<file path="config.mk">
export PLATFORM = sky130hd
export DESIGN_NAME = ppc_fetch_queue_flat
export DESIGN_NICKNAME = d
export VERILOG_FILES = /design/src/rtl/ppc_fetch_pkg.sv /design/src/rtl/ppc_fetch_queue_if.sv /design/src/rtl/ppc_inst_fifo.sv /design/src/rtl/ppc_fetch_queue.sv /design/src/flat_wrapper.sv
export SDC_FILE = /design/constraint.sdc
export NUM_CORES = 1
export LEC_CHECK = 0
export CAP_MARGIN = 20
export CORE_UTILIZATION = 51
export CTS_CLUSTER_DIAMETER = 80
export DETAILED_ROUTE_END_ITERATION = 8
export PLACE_DENSITY = 0.78
export SYNTH_ARGS = -nofsm -noshare
export SYNTH_HDL_FRONTEND = slang
export SYNTH_SLANG_ARGS = --single-unit
</file>
<file path="constraint.sdc">
create_clock -name clk -period 7.2 [get_ports clk]
set_input_delay 1.44 -clock clk [delete_from_list [all_inputs] [get_ports clk]]
set_output_delay 1.44 -clock clk [all_outputs]
set_load 0.01 [all_outputs]
</file>
<file path="src/rtl/ppc_fetch_pkg.sv">
// ppc_fetch_pkg: shared types and widths for the instruction fetch queue.
//   state_t : fetch FSM states (IDLE / FETCH / WAIT)
//   entry_t : one queue entry, {inst, pc}, big-endian bit numbering
package ppc_fetch_pkg;

    localparam int unsigned INST_W = 32;
    localparam int unsigned PC_W   = 64;
    localparam int unsigned ADDR_W = PC_W - 3;   // doubleword address width

    typedef enum logic [1:0] {
        IDLE,
        FETCH,
        WAIT
    } state_t;

    typedef struct packed {
        logic [0:INST_W-1] inst;
        logic [0:PC_W-1]   pc;
    } entry_t;

endpackage

</file>
<file path="src/rtl/ppc_fetch_queue_if.sv">
// ppc_fetch_queue_if: memory read port, redirect input and decode handshake.
//   master : the fetch queue (drives mem_rd_*, inst_*; receives data, redirect, ready)
//   slave  : memory / writeback / decode side
interface ppc_fetch_queue_if;
    import ppc_fetch_pkg::*;

    logic                mem_rd_en;
    logic [0:ADDR_W-1]   mem_rd_addr;
    logic [0:63]         mem_rd_data;
    logic                redirect;
    logic [0:PC_W-1]     redirect_pc;
    logic                inst_valid;
    logic [0:INST_W-1]   inst;
    logic [0:PC_W-1]     inst_pc;
    logic                inst_ready;

    modport master (
        output mem_rd_en, mem_rd_addr, inst_valid, inst, inst_pc,
        input  mem_rd_data, redirect, redirect_pc, inst_ready
    );

    modport slave (
        input  mem_rd_en, mem_rd_addr, inst_valid, inst, inst_pc,
        output mem_rd_data, redirect, redirect_pc, inst_ready
    );

endinterface

</file>
<file path="src/rtl/ppc_inst_fifo.sv">
// ppc_inst_fifo: circular instruction buffer, 0/1/2-wide push, 1-wide pop.
//   clk, rst      : clock, async active-high reset
//   flush         : empties the buffer; overrides push and pop
//   pushCnt       : number of entries to push (0..2), pushA first
//   pushA, pushB  : entries to push
//   pop           : advance head (caller guarantees non-empty)
//   head          : entry at head (don't-care when empty)
//   count         : number of stored entries
module ppc_inst_fifo
    import ppc_fetch_pkg::*;
#(
    parameter int unsigned DEPTH = 4,
    localparam int unsigned CNT_W = $clog2(DEPTH + 1)
) (
    input  logic             clk,
    input  logic             rst,
    input  logic             flush,
    input  logic [1:0]       pushCnt,
    input  entry_t           pushA,
    input  entry_t           pushB,
    input  logic             pop,
    output entry_t           head,
    output logic [CNT_W-1:0] count
);

    localparam int unsigned PTR_W = $clog2(DEPTH);

    entry_t           slots [DEPTH];
    logic [PTR_W-1:0] headPtr;
    logic [PTR_W-1:0] tailPtr;

    // Pointers wrap naturally because DEPTH is a power of two.
    always_ff @(posedge clk or posedge rst) begin
        if (rst) begin
            headPtr <= '0;
            tailPtr <= '0;
            count   <= '0;
        end else if (flush) begin
            headPtr <= '0;
            tailPtr <= '0;
            count   <= '0;
        end else begin
            headPtr <= headPtr + PTR_W'(pop);
            tailPtr <= tailPtr + PTR_W'(pushCnt);
            count   <= count + CNT_W'(pushCnt) - CNT_W'(pop);
        end
    end

    // Storage needs no reset; count qualifies every slot.
    always_ff @(posedge clk) begin
        if (!flush) begin
            if (pushCnt != 2'd0) slots[tailPtr] <= pushA;
            if (pushCnt == 2'd2) slots[tailPtr + PTR_W'(1)] <= pushB;
        end
    end

    assign head = slots[headPtr];

endmodule

</file>
<file path="src/rtl/ppc_fetch_queue.sv">
// ppc_fetch_queue: fetches doublewords, splits them into 32-bit instructions
// by fetch-PC bit 61 and queues them for decode; redirect flushes and restarts.
//   clk, rst     : clock, async active-high reset
//   bus (master) : mem_rd_en/mem_rd_addr/mem_rd_data, redirect/redirect_pc,
//                  inst_valid/inst/inst_pc/inst_ready
//   stat_insts   : accepted pops          (only with PPC_FETCH_STATS_EN)
//   stat_stalls  : FETCH cycles lacking space (only with PPC_FETCH_STATS_EN)
module ppc_fetch_queue
    import ppc_fetch_pkg::*;
#(
    parameter int unsigned      DEPTH    = 4,
    parameter logic [0:PC_W-1]  RESET_PC = '0
) (
    input  logic               clk,
    input  logic               rst,
    ppc_fetch_queue_if.master  bus
`ifdef PPC_FETCH_STATS_EN
    ,
    output logic [0:31]        stat_insts,
    output logic [0:31]        stat_stalls
`endif
);

    localparam int unsigned CNT_W = $clog2(DEPTH + 1);

    state_t           state;
    state_t           stateNext;
    logic [0:PC_W-1]  fpc;
    logic [CNT_W-1:0] count;
    logic             hasSpace;
    logic             issue;
    logic             pop;
    logic [1:0]       pushCnt;
    entry_t           pushA;
    entry_t           pushB;
    entry_t           head;
    logic             unusedRedirLsbs;

    // A request is only issued when a full doubleword fits, so pushes never overflow.
    assign hasSpace = (32'(count) + 32'd2) <= 32'(DEPTH);
    assign pop      = bus.inst_valid & bus.inst_ready;

    // Misaligned fpc (bit 61 set) keeps only the second word of the doubleword.
    assign pushA = fpc[61] ? '{inst: bus.mem_rd_data[32:63], pc: fpc}
                           : '{inst: bus.mem_rd_data[0:31],  pc: fpc};
    assign pushB = '{inst: bus.mem_rd_data[32:63], pc: fpc + PC_W'(4)};

    assign unusedRedirLsbs = ^bus.redirect_pc[PC_W-2:PC_W-1];

    // State register
    always_ff @(posedge clk or posedge rst) begin
        if (rst) state <= IDLE;
        else     state <= stateNext;
    end

    // Next state, request and push decode
    always_comb begin
        stateNext = state;
        issue     = 1'b0;
        pushCnt   = 2'd0;
        case (state)
            IDLE:  stateNext = FETCH;
            FETCH: begin
                if (hasSpace && !bus.redirect) begin
                    issue     = 1'b1;
                    stateNext = WAIT;
                end
            end
            WAIT: begin
                stateNext = FETCH;
                pushCnt   = fpc[61] ? 2'd1 : 2'd2;
            end
            default: stateNext = IDLE;
        endcase
        if (bus.redirect) stateNext = FETCH;
    end

    // Fetch PC: redirect wins over the sequential advance after a response.
    always_ff @(posedge clk or posedge rst) begin
        if (rst) begin
            fpc <= RESET_PC;
        end else if (bus.redirect) begin
            fpc <= {bus.redirect_pc[0:PC_W-3], 2'b00};
        end else if (state == WAIT) begin
            fpc <= {fpc[0:ADDR_W-1] + ADDR_W'(1), 3'b000};
        end
    end

    ppc_inst_fifo #(.DEPTH(DEPTH)) u_fifo (
        .clk     (clk),
        .rst     (rst),
        .flush   (bus.redirect),
        .pushCnt (pushCnt),
        .pushA   (pushA),
        .pushB   (pushB),
        .pop     (pop),
        .head    (head),
        .count   (count)
    );

    assign bus.mem_rd_en   = issue;
    assign bus.mem_rd_addr = fpc[0:ADDR_W-1];
    assign bus.inst_valid  = (count != '0);
    assign bus.inst        = head.inst;
    assign bus.inst_pc     = head.pc;

`ifdef PPC_FETCH_STATS_EN
    // Counters survive redirect; a pop in a redirect cycle is not accepted.
    always_ff @(posedge clk or posedge rst) begin
        if (rst) begin
            stat_insts  <= '0;
            stat_stalls <= '0;
        end else begin
            if (pop && !bus.redirect)          stat_insts  <= stat_insts + 32'd1;
            if (state == FETCH && !hasSpace)   stat_stalls <= stat_stalls + 32'd1;
        end
    end
`endif

endmodule

</file>
<file path="src/flat_wrapper.sv">
// flat-port wrapper written by rule: the top's interface ports become plain ports
module ppc_fetch_queue_flat import ppc_fetch_pkg::*;
#(
    parameter int unsigned      DEPTH    = 4,
    parameter logic [0:PC_W-1]  RESET_PC = '0
)
  (clk, rst, bus_mem_rd_en, bus_mem_rd_addr, bus_inst_valid, bus_inst, bus_inst_pc, bus_mem_rd_data, bus_redirect, bus_redirect_pc, bus_inst_ready);
  ppc_fetch_queue_if bus_i ();
  input  logic clk;
  input  logic rst;
  output wire logic [$bits(bus_i.mem_rd_en)-1:0] bus_mem_rd_en;
  output wire logic [$bits(bus_i.mem_rd_addr)-1:0] bus_mem_rd_addr;
  output wire logic [$bits(bus_i.inst_valid)-1:0] bus_inst_valid;
  output wire logic [$bits(bus_i.inst)-1:0] bus_inst;
  output wire logic [$bits(bus_i.inst_pc)-1:0] bus_inst_pc;
  input wire logic [$bits(bus_i.mem_rd_data)-1:0] bus_mem_rd_data;
  input wire logic [$bits(bus_i.redirect)-1:0] bus_redirect;
  input wire logic [$bits(bus_i.redirect_pc)-1:0] bus_redirect_pc;
  input wire logic [$bits(bus_i.inst_ready)-1:0] bus_inst_ready;
  assign bus_mem_rd_en = bus_i.mem_rd_en;
  assign bus_mem_rd_addr = bus_i.mem_rd_addr;
  assign bus_inst_valid = bus_i.inst_valid;
  assign bus_inst = bus_i.inst;
  assign bus_inst_pc = bus_i.inst_pc;
  assign bus_i.mem_rd_data = bus_mem_rd_data;
  assign bus_i.redirect = bus_redirect;
  assign bus_i.redirect_pc = bus_redirect_pc;
  assign bus_i.inst_ready = bus_inst_ready;
  ppc_fetch_queue #(.DEPTH(DEPTH), .RESET_PC(RESET_PC)) u_core (.clk(clk), .rst(rst), .bus(bus_i));
endmodule
</file>
==> impl_metrics.tcl <==
set metrics [dict create \
    post-route-util 0.611 \
    cts_tree "yes" \
    drt-vias-per-instance 5.89 \
    grt_max_degree 95 \
    peakVddDrop_v 0.000186 \
    nets 1894 \
    synth_area_leaders "edfxtp_1 (50%), mux4_2 (9.4%), dfrtp_1 (7.9%)" \
    slew_headroom 0.221 \
    syn_area_per_cell_um2 13.2 \
    gp_congestion 0.847 \
    yosys_register_bits 447 \
    p_sw_mw 1.95 \
    switching_share 0.267 \
    fin_crit_sh 0.681 \
    totalWireLength_um 55800 \
    die_h_um 212 \
    cts.sinks 447 \
    dieArea_um2 44900 \
    hold_viol 0 \
    syn_area_um2 22400 \
    min_path_type "flop to flop" \
    finalClockSkew_ps 18.6 \
    ys_seq_area_frac 0.582 \
    p_comb_frac 0.232 \
    synthCells 1696 \
    crit_chain "buf_4 > mux4_2 > clkdlybuf4s50_1" \
    insertion_delay_ps 580 \
    critPathRequiredTime_ps 5760 \
    fin_crit_ps 4900 \
    p_leak_nw 8.67 \
    critPathArrivalTime_ps 3460 \
    status "finished clean" \
    synth_warnings 0 \
    intPower_mw 5.37 \
    dieWidth_um 212 \
    p_seq_frac 0.437 \
    rsz0062_at_grt "no" \
    placed_area_um2 24900 \
    portBuffers 286 \
    antenna_cells 0 \
    drc 0 \
    synth-edff-count 376 \
    grt_pass1_wl_um 84200 \
    coreArea_um2 43300 \
    drv_cap 0 \
    crit_type "flop to primary output" \
    first_pass_iters 5 \
    crit_fanout 40 \
    path_delay_family "buffers and inverters" \
    synth_top_area_cell "edfxtp_1" \
    area_delta_synth_final_pct 17.8 \
    dp_hpwl_um 34700 \
    grt_pass1_vias 14300 \
    htree_num_levels 2 \
    ioPinCount 291 \
    p_clk_frac 0.331 \
    clkSlewWorstSetupHoldPaths_ps 60 \
    drt_iter0_drc 1352 \
    ctsResizeCount 0 \
    synth_ff_type "edfxtp_1" \
    post_drt_wl_per_cell_um 23.5 \
    overflow 0 \
    fmax_mhz 204 \
    root_buffer "clkbuf_16" \
    antenna_found_initial 2 \
    placementRows 76 \
    slowest_stage "dfrtp_4" \
    cts_setup_buffers 0 \
    antenna_left 0 \
    cts_hold_buf 0 \
    maxSlewViolCount 0 \
    report.final.setup_viol 0 \
    clockBufferDepth 3 \
    synthArstFlopShare 0.159 \
    cp-start-kind "flop" \
    via_count 14000 \
    drive_above_1_share 0.193 \
    cp-end-kind "primary output" \
    start_util 0.519 \
    p_per_area_nw_per_um2 277 \
    cts_inserted_buffers 48 \
    finish.instance_area_um2 26400 \
    netlist.area_leader.share 0.503 \
    worst_slew_pin_slew_ps 1170 \
    cp.buffers_inverters 2 \
    track_usage 0.251 \
    yosysUniqueCellTypes 50 \
    cp_slowest_stage_delay_ps 1020 \
]
[power groups by stage]
| stage | logic (mW) | clock network, mW | registers [mW] |
|---|---|---|---|
| global route | 1.81 | 2.55 | 3.23 |
| detailed placement | 1.71 | 0 | 3.26 |
| CTS | 1.72 | 2.47 | 3.21 |
| floorplan | 1.15 | 0 | 3.08 |
| global placement | 1.69 | 0 | 3.25 |
| finish | 1.70 | 2.42 | 3.20 |
[logic make-up (layout without fill, tap and decap cells)]
group	count (synthesis)	count (layout)	synth area share
flip-flops	447	447	0.582
XOR/XNOR	157	157	0.0613
other	1	2	0.000167
AO/OA/AOI/OAI	84	84	0.0230
AND/OR/NAND/NOR	447	447	0.100
adder cells (fa/ha/maj)	9	9	0.00535
buffers and inverters	325	419	0.0673
multiplexers	226	226	0.160
[cells in the final DEF, fill, tap and decap left out, types with 46 or more instances in the layout]
master           netlist  routed
edfxtp_1             376     376
dfrtp_1               71      69
mux2_2               130     130
clkdlybuf4s50_1        0     285
mux4_2                94      94
xnor2_1               78      78
clkbuf_16              0      49
xor2_1                79      79
nor2_1                85      81
nand2_1              128     128
nor3_1                55      52
nand3_1               46      46
[per-layer routing]
metal | wire length (µm) | part of all wire | track usage | vias to the layer above
met5 | 27 | 0.00048 | 0 | -
met4 | 1590 | 0.029 | 0.0932 | 4
met3 | 4760 | 0.085 | 0.0541 | 108
met2 | 26800 | 0.48 | 0.408 | 656
met1 | 22600 | 0.41 | 0.332 | 7007
li1 | - | - | - | 6215
[final timing paths]
| check | slack (ps) | end | startpoint | cells past startpoint |
|---|---|---|---|---|
| max | 2300 | bus_inst[7] | u_core.u_fifo.headPtr[0] | 3 |
| min | 500 | u_core.state[1] | u_core.state[1] | 1 |
| max reg2reg | 3720 | u_core.u_fifo.slots[0][60] | u_core.fpc[61] | 6 |
| min reg2reg | 500 | u_core.state[1] | u_core.state[1] | 1 |
| max in group asynchronous | 4920 | u_core.u_fifo.headPtr[1] | rst | 3 |
| min in group asynchronous | 1510 | u_core.fpc[46] | rst | 3 |
[final cells by class]
cell class              count  area, µm²
fillers                  3282      16800
flip-flops and latches    447      13100
multi-input cells         925       7940
repair buffers            313       3080
clock buffers              65       1360
well taps                 585        732
clock inverters            23        186
inverters                  18       67.6
[synth_stat cells, types with 2 or more instances]
| cell | count |
|---|---|
| nand2_1 | 128 |
| clkbuf_1 | 199 |
| o311a_1 | 2 |
| and2_1 | 6 |
| buf_4 | 66 |
| ha_1 | 8 |
| or3_1 | 12 |
| xor2_1 | 79 |
| a21oi_1 | 4 |
| nor4_1 | 24 |
| and4_1 | 7 |
| buf_2 | 32 |
| nor4_2 | 3 |
| clkbuf_2 | 2 |
| xnor2_1 | 78 |
| clkinv_1 | 3 |
| nand3_1 | 46 |
| o31ai_1 | 8 |
| dfrtp_1 | 71 |
| or2_2 | 3 |
| and3_1 | 9 |
| a221o_1 | 2 |
| edfxtp_1 | 376 |
| nor2b_1 | 8 |
| o211ai_1 | 9 |
| buf_1 | 8 |
| a31oi_1 | 15 |
| inv_1 | 15 |
| nand4_1 | 32 |
| or4_1 | 18 |
| mux2i_1 | 2 |
| o21ai_0 | 40 |
| mux4_2 | 94 |
| nor3_1 | 55 |
| mux2_2 | 130 |
| nor2_1 | 85 |
| nand2b_1 | 4 |
[metrics by stage]
stage	instances	total power [mW]	hold slack [ps]	setup WS, ps	TNS, ps
global route	2376	7.59	535	2080	0
floorplan	1697	4.24	453	-1890	-355320
finish	2376	7.32	497	2300	0
global placement	2286	4.94	470	2810	0
CTS	2374	7.40	498	2160	0
detailed placement	2286	4.97	487	2800	0
[registers in the layout, indices dropped and copies added, names as in the netlist]
name,count
u_core.fpc,62
u_core.state,2
u_core.u_fifo.count,3
u_core.u_fifo.headPtr,2
u_core.u_fifo.slots,376
u_core.u_fifo.tailPtr,2
(Power assumes the default switching activity.)
